==> src/rtl/alu_op_sequencer_pkg.sv <==
// Shared ALU definitions: control codes, op classes and the sequencer state encoding.
// Used by both the ALU datapath and the ALU op sequencer.
package alu_op_sequencer_pkg;

    localparam int ALU_CTRL_W = 5;

    localparam logic [ALU_CTRL_W-1:0] ALU_ADD = 5'b00000;
    localparam logic [ALU_CTRL_W-1:0] ALU_SUB = 5'b00001;
    localparam logic [ALU_CTRL_W-1:0] ALU_MUL = 5'b00010;
    localparam logic [ALU_CTRL_W-1:0] ALU_DIV = 5'b00011;
    localparam logic [ALU_CTRL_W-1:0] ALU_SHR = 5'b00100;
    localparam logic [ALU_CTRL_W-1:0] ALU_SHL = 5'b00101;
    localparam logic [ALU_CTRL_W-1:0] ALU_ROR = 5'b00110;
    localparam logic [ALU_CTRL_W-1:0] ALU_ROL = 5'b00111;
    localparam logic [ALU_CTRL_W-1:0] ALU_AND = 5'b01000;
    localparam logic [ALU_CTRL_W-1:0] ALU_OR  = 5'b01001;
    localparam logic [ALU_CTRL_W-1:0] ALU_NEG = 5'b01010;
    localparam logic [ALU_CTRL_W-1:0] ALU_NOT = 5'b01011;

    typedef enum logic [1:0] {
        CLS_TWO,
        CLS_ONE,
        CLS_WIDE,
        CLS_ILLEGAL
    } op_class_e;

    typedef enum logic [2:0] {
        ST_IDLE,
        ST_LOAD_Y,
        ST_EXEC,
        ST_WB_LO,
        ST_WB_HI
    } seq_state_e;

    function automatic op_class_e classify(input logic [ALU_CTRL_W-1:0] op);
        op_class_e cls;
        cls = CLS_ILLEGAL;
        if (op == ALU_MUL || op == ALU_DIV)
            cls = CLS_WIDE;
        else if (op inside {ALU_SHR, ALU_SHL, ALU_ROR, ALU_ROL, ALU_NEG, ALU_NOT})
            cls = CLS_ONE;
        else if (op inside {ALU_ADD, ALU_SUB, ALU_AND, ALU_OR})
            cls = CLS_TWO;
        return cls;
    endfunction

endpackage

==> src/rtl/alu_op_sequencer_class.sv <==
// Combinational op_code decode into the flags the sequencer needs.
module alu_op_class
    import alu_op_sequencer_pkg::*;
(
    input  logic [ALU_CTRL_W-1:0] op_code,
    output logic                  legal,
    output logic                  wide,
    output logic                  unary
);

    op_class_e cls;

    always_comb begin
        cls   = classify(op_code);
        legal = (cls != CLS_ILLEGAL);
        wide  = (cls == CLS_WIDE);
        unary = (cls == CLS_ONE);
    end

endmodule

==> src/rtl/alu_op_sequencer.sv <==
// Sequences datapath strobes for one ALU instruction at a time, stretching EXEC
// for multi-cycle MUL/DIV and writing wide results back through LO then HI.
module alu_op_sequencer
    import alu_op_sequencer_pkg::*;
#(
    parameter int MUL_LAT = 2,
    parameter int DIV_LAT = 1
) (
    input  logic                  clk,
    input  logic                  clr,
    input  logic                  op_valid,
    input  logic [ALU_CTRL_W-1:0] op_code,
    output logic                  op_ready,
    output logic                  ra_out,
    output logic                  y_in,
    output logic                  rb_out,
    output logic [ALU_CTRL_W-1:0] alu_ctrl,
    output logic                  z_in,
    output logic                  zlo_out,
    output logic                  zhi_out,
    output logic                  rc_in,
    output logic                  lo_in,
    output logic                  hi_in,
    output logic                  done,
    output logic                  op_err
);

    localparam int MAX_LAT = (MUL_LAT > DIV_LAT) ? MUL_LAT : DIV_LAT;
    localparam int CNT_W   = $clog2(MAX_LAT) + 1;
    localparam logic [CNT_W-1:0] MUL_LD = CNT_W'(MUL_LAT - 1);
    localparam logic [CNT_W-1:0] DIV_LD = CNT_W'(DIV_LAT - 1);

    seq_state_e            state, state_nxt;
    logic [ALU_CTRL_W-1:0] op_q;
    logic [ALU_CTRL_W-1:0] ctrl_q;
    logic                  wide_q;
    logic                  unary_q;
    logic [CNT_W-1:0]      cnt_q;
    logic                  err_q;
    logic                  cls_legal;
    logic                  cls_wide;
    logic                  cls_unary;
    logic                  accept;

    alu_op_class u_class (
        .op_code (op_code),
        .legal   (cls_legal),
        .wide    (cls_wide),
        .unary   (cls_unary)
    );

    // Ready depends on state alone so the handshake never loops through next-state logic.
    assign op_ready = (state == ST_IDLE);
    assign accept   = op_valid & op_ready;
    assign alu_ctrl = ctrl_q;
    assign op_err   = err_q;

    always_ff @(posedge clk) begin
        if (!clr) begin
            state   <= ST_IDLE;
            op_q    <= ALU_ADD;
            ctrl_q  <= ALU_ADD;
            wide_q  <= 1'b0;
            unary_q <= 1'b0;
            cnt_q   <= '0;
            err_q   <= 1'b0;
        end else begin
            state <= state_nxt;
            err_q <= accept & ~cls_legal;
            if (accept && cls_legal) begin
                op_q    <= op_code;
                wide_q  <= cls_wide;
                unary_q <= cls_unary;
            end
            // ctrl updates on entry to EXEC and then holds until the next instruction's EXEC.
            if (state == ST_LOAD_Y) begin
                ctrl_q <= op_q;
                if (!wide_q)
                    cnt_q <= '0;
                else if (op_q == ALU_MUL)
                    cnt_q <= MUL_LD;
                else
                    cnt_q <= DIV_LD;
            end else if (state == ST_EXEC && cnt_q != '0) begin
                cnt_q <= cnt_q - CNT_W'(1);
            end
        end
    end

    always_comb begin
        state_nxt = state;
        ra_out    = 1'b0;
        y_in      = 1'b0;
        rb_out    = 1'b0;
        z_in      = 1'b0;
        zlo_out   = 1'b0;
        zhi_out   = 1'b0;
        rc_in     = 1'b0;
        lo_in     = 1'b0;
        hi_in     = 1'b0;
        done      = 1'b0;
        case (state)
            ST_IDLE: begin
                // Illegal codes are swallowed here; op_err is raised from err_q next cycle.
                if (accept && cls_legal)
                    state_nxt = ST_LOAD_Y;
            end
            ST_LOAD_Y: begin
                ra_out    = 1'b1;
                y_in      = 1'b1;
                state_nxt = ST_EXEC;
            end
            ST_EXEC: begin
                rb_out = ~unary_q;
                if (cnt_q == '0) begin
                    z_in      = 1'b1;
                    state_nxt = ST_WB_LO;
                end
            end
            ST_WB_LO: begin
                zlo_out = 1'b1;
                if (wide_q) begin
                    lo_in     = 1'b1;
                    state_nxt = ST_WB_HI;
                end else begin
                    rc_in     = 1'b1;
                    done      = 1'b1;
                    state_nxt = ST_IDLE;
                end
            end
            ST_WB_HI: begin
                zhi_out   = 1'b1;
                hi_in     = 1'b1;
                done      = 1'b1;
                state_nxt = ST_IDLE;
            end
            default: state_nxt = ST_IDLE;
        endcase
    end

endmodule
==> config.mk <==
export PLATFORM = sky130hd
export DESIGN_NAME = alu_op_sequencer
export DESIGN_NICKNAME = d
export VERILOG_FILES = /design/src/rtl/alu_op_sequencer_pkg.sv /design/src/rtl/alu_op_sequencer_class.sv /design/src/rtl/alu_op_sequencer.sv
export SDC_FILE = /design/constraint.sdc
export NUM_CORES = 1
export LEC_CHECK = 0
export CAP_MARGIN = 20
export CORE_ASPECT_RATIO = 1.4
export CORE_MARGIN = 3
export CORE_UTILIZATION = 41
export CTS_CLUSTER_DIAMETER = 50
export DETAILED_ROUTE_END_ITERATION = 10
export PLACE_DENSITY_LB_ADDON = 0.25
export SLEW_MARGIN = 40
export SYNTH_ARGS = -nofsm -noshare
export SYNTH_HDL_FRONTEND = slang
export SYNTH_HIERARCHICAL = 1
export SYNTH_SLANG_ARGS = --single-unit
==> constraint.sdc <==
create_clock -name clk -period 1.51 [get_ports clk]
set_input_delay 0.302 -clock clk [delete_from_list [all_inputs] [get_ports clk]]
set_output_delay 0.302 -clock clk [all_outputs]
set_load 0.05 [all_outputs]
==> metrics.sh <==
TIMING_HOLD_VIOLATIONS_FINAL=0
SYNTH_WARNINGS=6
NUM-FILL-CELLS=114
MIN_DELAY_PATH_DEPTH=1
WORST_SKEW_LATE_LATENCY_NS=0.29
LAYOUT.CELL_AREA.NON_FILLER_UM2=1587
ANTENNA_FOUND_INITIAL=0
PLACED_CELLS_INCL_TAPS=152
DRTPASS1ITERATIONS=4
GRT_FIRST_PASS_WIRELENGTH_MM=3.815
PORT_BUFFERS=24
GRT_OVERFLOW=0
SYNTHESIS.NETS=107
POSTSYNTHAREAPERCELL_UM2=9.065
POST_LAYOUT_NONFILLER_INSTANCES=161
MULTI_INPUT_AREA_UM2=543.0
VIAS=877
DIODES=0
DETAIL_ROUTE.WL_PER_CELL_UM=14.04
MAX_FREQ_GHz=0.6037
PLACED_CELL_AREA_UM2=1416
CLKSINKCOUNT=18
FINALCRITICALPERIOD_NS=1.656
CTS_BUFFER_DEPTH=2
TIMING_MAX_TRANSITION_VIOLATIONS_FINAL=0
GRT_START_MAX_NET_PINS=15
CRITICAL_PATH.MAX_FANOUT=4
CELLPOWERDENSITY_nW_PER_UM2=673.5
VIOLATED_CHECKS='negative setup slack'
STATIC-LEAKAGE-POWER_nW=0.6124
CRIT_PATH_CELL_TRACE='buf_6, or3_4, clkinv_4, buf_12'
TIMING.HOLD.WORST.START='state[0]'
CRITICAL_PATH_CLASS='flop to output port'
POST_DRT_VIA_CELL_RATIO=5.447
YOSYSUNIQUECELLTYPES=32
WORST_HOLD_ENDPOINT='state[0]'
DIE_AREA_UM2=2769
SYNTH_TOP_FAMILY_BY_AREA='simple AND/OR/NAND/NOR gates'
IRDROPWORSTVDD_mV=0.5887
DP_HPWL_MM=1.538
YOSYSTOPAREACELLSHARE=0.4056
WORST_SLEW_MARGIN_REL=0.8301
REGISTER_AREA_UM2=374.1
CRITPATHMAXSTAGEDELAY_NS=0.38
FINAL_LAYOUT_SIZE_SUFFIX_GT1_FRAC=0.4786
R2R_SETUP_SLACK_NS=0
SYNTH_AREA_LEADERS='dfxtp_1, mux2i_1, nand3_1'
RSZ0062_AT_GRT='yes'
SYNTH_CELLS=98
FLOORPLAN.INITIALDENSITY=0.4396
TIMING.HOLD.WORST.CLASS='flop to flop'
REMAINING_DRC_ERRORS=0
CRIT_REQUIRED_NS=1.21
STATUS='finished with violations'
CHIPHEIGHT_UM=61.08
DRT-TOTAL-WL_MM=2.261
SYNTH-COMPOUND-AREA-SHARE=0.1451
TIGHTESTPINTRANSITION_NS=0.2542
COMBINED_AREA_OF_ALL_SYNTHESIZED_CELLS_UM2=888.4
ROOT_BUFFER='clkbuf_4'
GLOBALPLACE.CONGESTION=0.7924
COUNT_OF_STANDARD_CELL_ROWS=19
IO_PINS=25
FINAL_UTIL=0.7851
PERIOD_SHARE=1.097
ANT_NETS=0
WORST_CLOCK_SKEW_NS=0.002684
CTS_TREE='yes'
WORST_SLACK_NS=-0.1464
SYNTH-XOR-AREA-SHARE=0.009859
SYNTH_MUX_AREA_FRAC=0.06761
SYNTH_SEQUENTIAL_AREA_RATIO=0.4056
WORSTSETUPENDPOINTTYPE='output port'
CLK_PIN_SLEW_WORST_PATHS_NS=0.10
TIMING.RR.START='cnt_q[1]'
GLOBAL_ROUTE.USAGE.TOTAL=0.1871
SYNTHTOLAYOUTAREAGROWTH_PCT=78.59
TIMING.CRITICAL_PATH.ARRIVAL_NS=1.35
FRACTION_OF_THE_MAPPED_NETLIST_AREA_IN_SIMPLE_LOGIC_GATES=0.2831
CTSHOLDBUFFERS=0
SYNTHDOMINANTAREACELLTYPE='dfxtp_1'
CRITPATHSLOWESTCELL='or3_4'
DRT_FIRST_ITER_VIOLATIONS=21
WORSTREGTOREGCELLS=5
TRITONCTS.NUM_BUFFERS=3
CRITICAL_PATH.STARTPOINT_TYPE='flop'
POST_SYNTH_FA_HA_MAJ_AREA_FRACTION=0.01408
POSTSYNTHREGISTERBITS=18
FIN_TOTAL_PWR_W=0.001069
H_TREE_LEVELS=1
FINAL-SETUP-VIOL-COUNT=9
FINAL_NET_COUNT=151
CORE_AREA_UM2=2021
CAP_VIOL_MAX_COUNT=0
FIRST_GLOBAL_VIAS=899
DIE_WIDTH_UM=45.34
CRIT-REG2REG-CAPTURE='cnt_q[0]'
==> layer usage <==
layer / part of all wire / wire length [um] / GRT usage
met1: 0.39 / 877 / 0.2170
met2: 0.54 / 1225 / 0.3279
met3: 0.045 / 101 / 0.02047
met4: 0.025 / 57 / 0.1046
met5: 0 / 0 / 0
==> logic make-up (layout without fill, tap and decap cells) <==
group | Yosys count | in the layout
adder cells (fa/ha/maj) | 1 | 1
XOR/XNOR | 1 | 1
flip-flops | 18 | 18
buffers and inverters | 12 | 54
AO/OA/AOI/OAI | 20 | 20
AND/OR/NAND/NOR | 40 | 40
multiplexers | 6 | 6
==> critical path: cells and delay by family, from the launching register on <==
family	cells	cell delay [ns]
DFF	1	0.37
and+or+nand+nor	1	0.38
buffers and inverters	3	0.31
==> sequential cells by signal, summed over array words and instances (netlist names) <==
signal / flops
op_q: 5
cnt_q: 2
wide_q: 1
unary_q: 1
state: 3
op_err: 1
alu_ctrl: 5
==> cell type report <==
type	count	share of cell area
clock buffers	3	0.01420
inverters	4	0.01262
multi-input cells	68	0.3423
flip-flops and latches	18	0.2358
well taps	21	0.01656
repair buffers	47	0.3785
==> cells in the mapped netlist <==
| master | instances |
|---|---|
| buf_2 | 4 |
| buf_6 | 1 |
| nand2b_1 | 5 |
| nor3b_1 | 2 |
| nor3_1 | 3 |
| nor2b_1 | 5 |
| and2_1 | 3 |
| o21ai_0 | 8 |
| o211a_1 | 1 |
| dfxtp_1 | 18 |
| nor4b_2 | 1 |
| nor4b_1 | 1 |
| or4b_4 | 1 |
| nand3_1 | 8 |
| mux2i_1 | 6 |
| nand2_1 | 2 |
| a21boi_0 | 5 |
| or3_1 | 1 |
| a21boi_1 | 3 |
| ha_1 | 1 |
| or2_2 | 1 |
| a21oi_2 | 1 |
| a21oi_1 | 2 |
| nor2_1 | 3 |
| or2_0 | 1 |
| buf_4 | 2 |
| nand3b_1 | 2 |
| clkbuf_1 | 1 |
| clkinv_2 | 1 |
| or4b_2 | 1 |
| inv_1 | 3 |
| xnor2_1 | 1 |
==> worst max-delay path by stage <==
stage | from | end | slack (ns) | cells past startpoint
3_3_place_gp | op_code[3] | wide_q | -0.04 | 5
3_5_place_dp | op_code[3] | unary_q | -0.10 | 5
5_1_grt | state[1] | op_ready | -0.19 | 4
6_report | state[1] | op_ready | -0.15 | 4
4_1_cts | state[1] | op_ready | -0.17 | 4
2_1_floorplan | state[1] | done | -0.37 | 4
==> where the power goes <==
part / internal, W / switching (W)
sequential: 0.000489 / 0.0000166
combinational: 0.000175 / 0.000149
clock: 0.0000930 / 0.000146
==> cell usage in the layout (no fill, tap or decap), drive strengths merged, types with 3 or more instances in the layout <==
cell type / count
clkdlybuf4s50: 7
dfxtp: 18
clkbuf: 3
a21boi: 8
and2: 3
nor3: 3
o21ai: 8
mux2i: 6
a21oi: 3
inv: 3
buf: 40
nor2: 3
nand3: 8
nand2b: 5
nor2b: 5
==> through the flow <==
step	worst slack, ns	setup TNS [ns]	hold WS, ns
after global routing	-0.1882	-1.386	0.5144
after CTS	-0.1729	-0.6951	0.4791
after detailed placement	-0.1018	-0.6150	0.4951
after floorplan	-0.3744	-0.5530	0.4200
final	-0.1464	-0.7201	0.4949
after global placement	-0.04348	-0.2138	0.4732
==> timing repair <==
| action | CTS | global route |
|---|---|---|
| buffers inserted | 6 | 1 |
| pin swaps | 5 | 5 |
| setup endpoints to repair | 12 | 15 |
| gates resized for setup | 26 | 9 |
No activity file was read; power rests on OpenSTA's default activity.
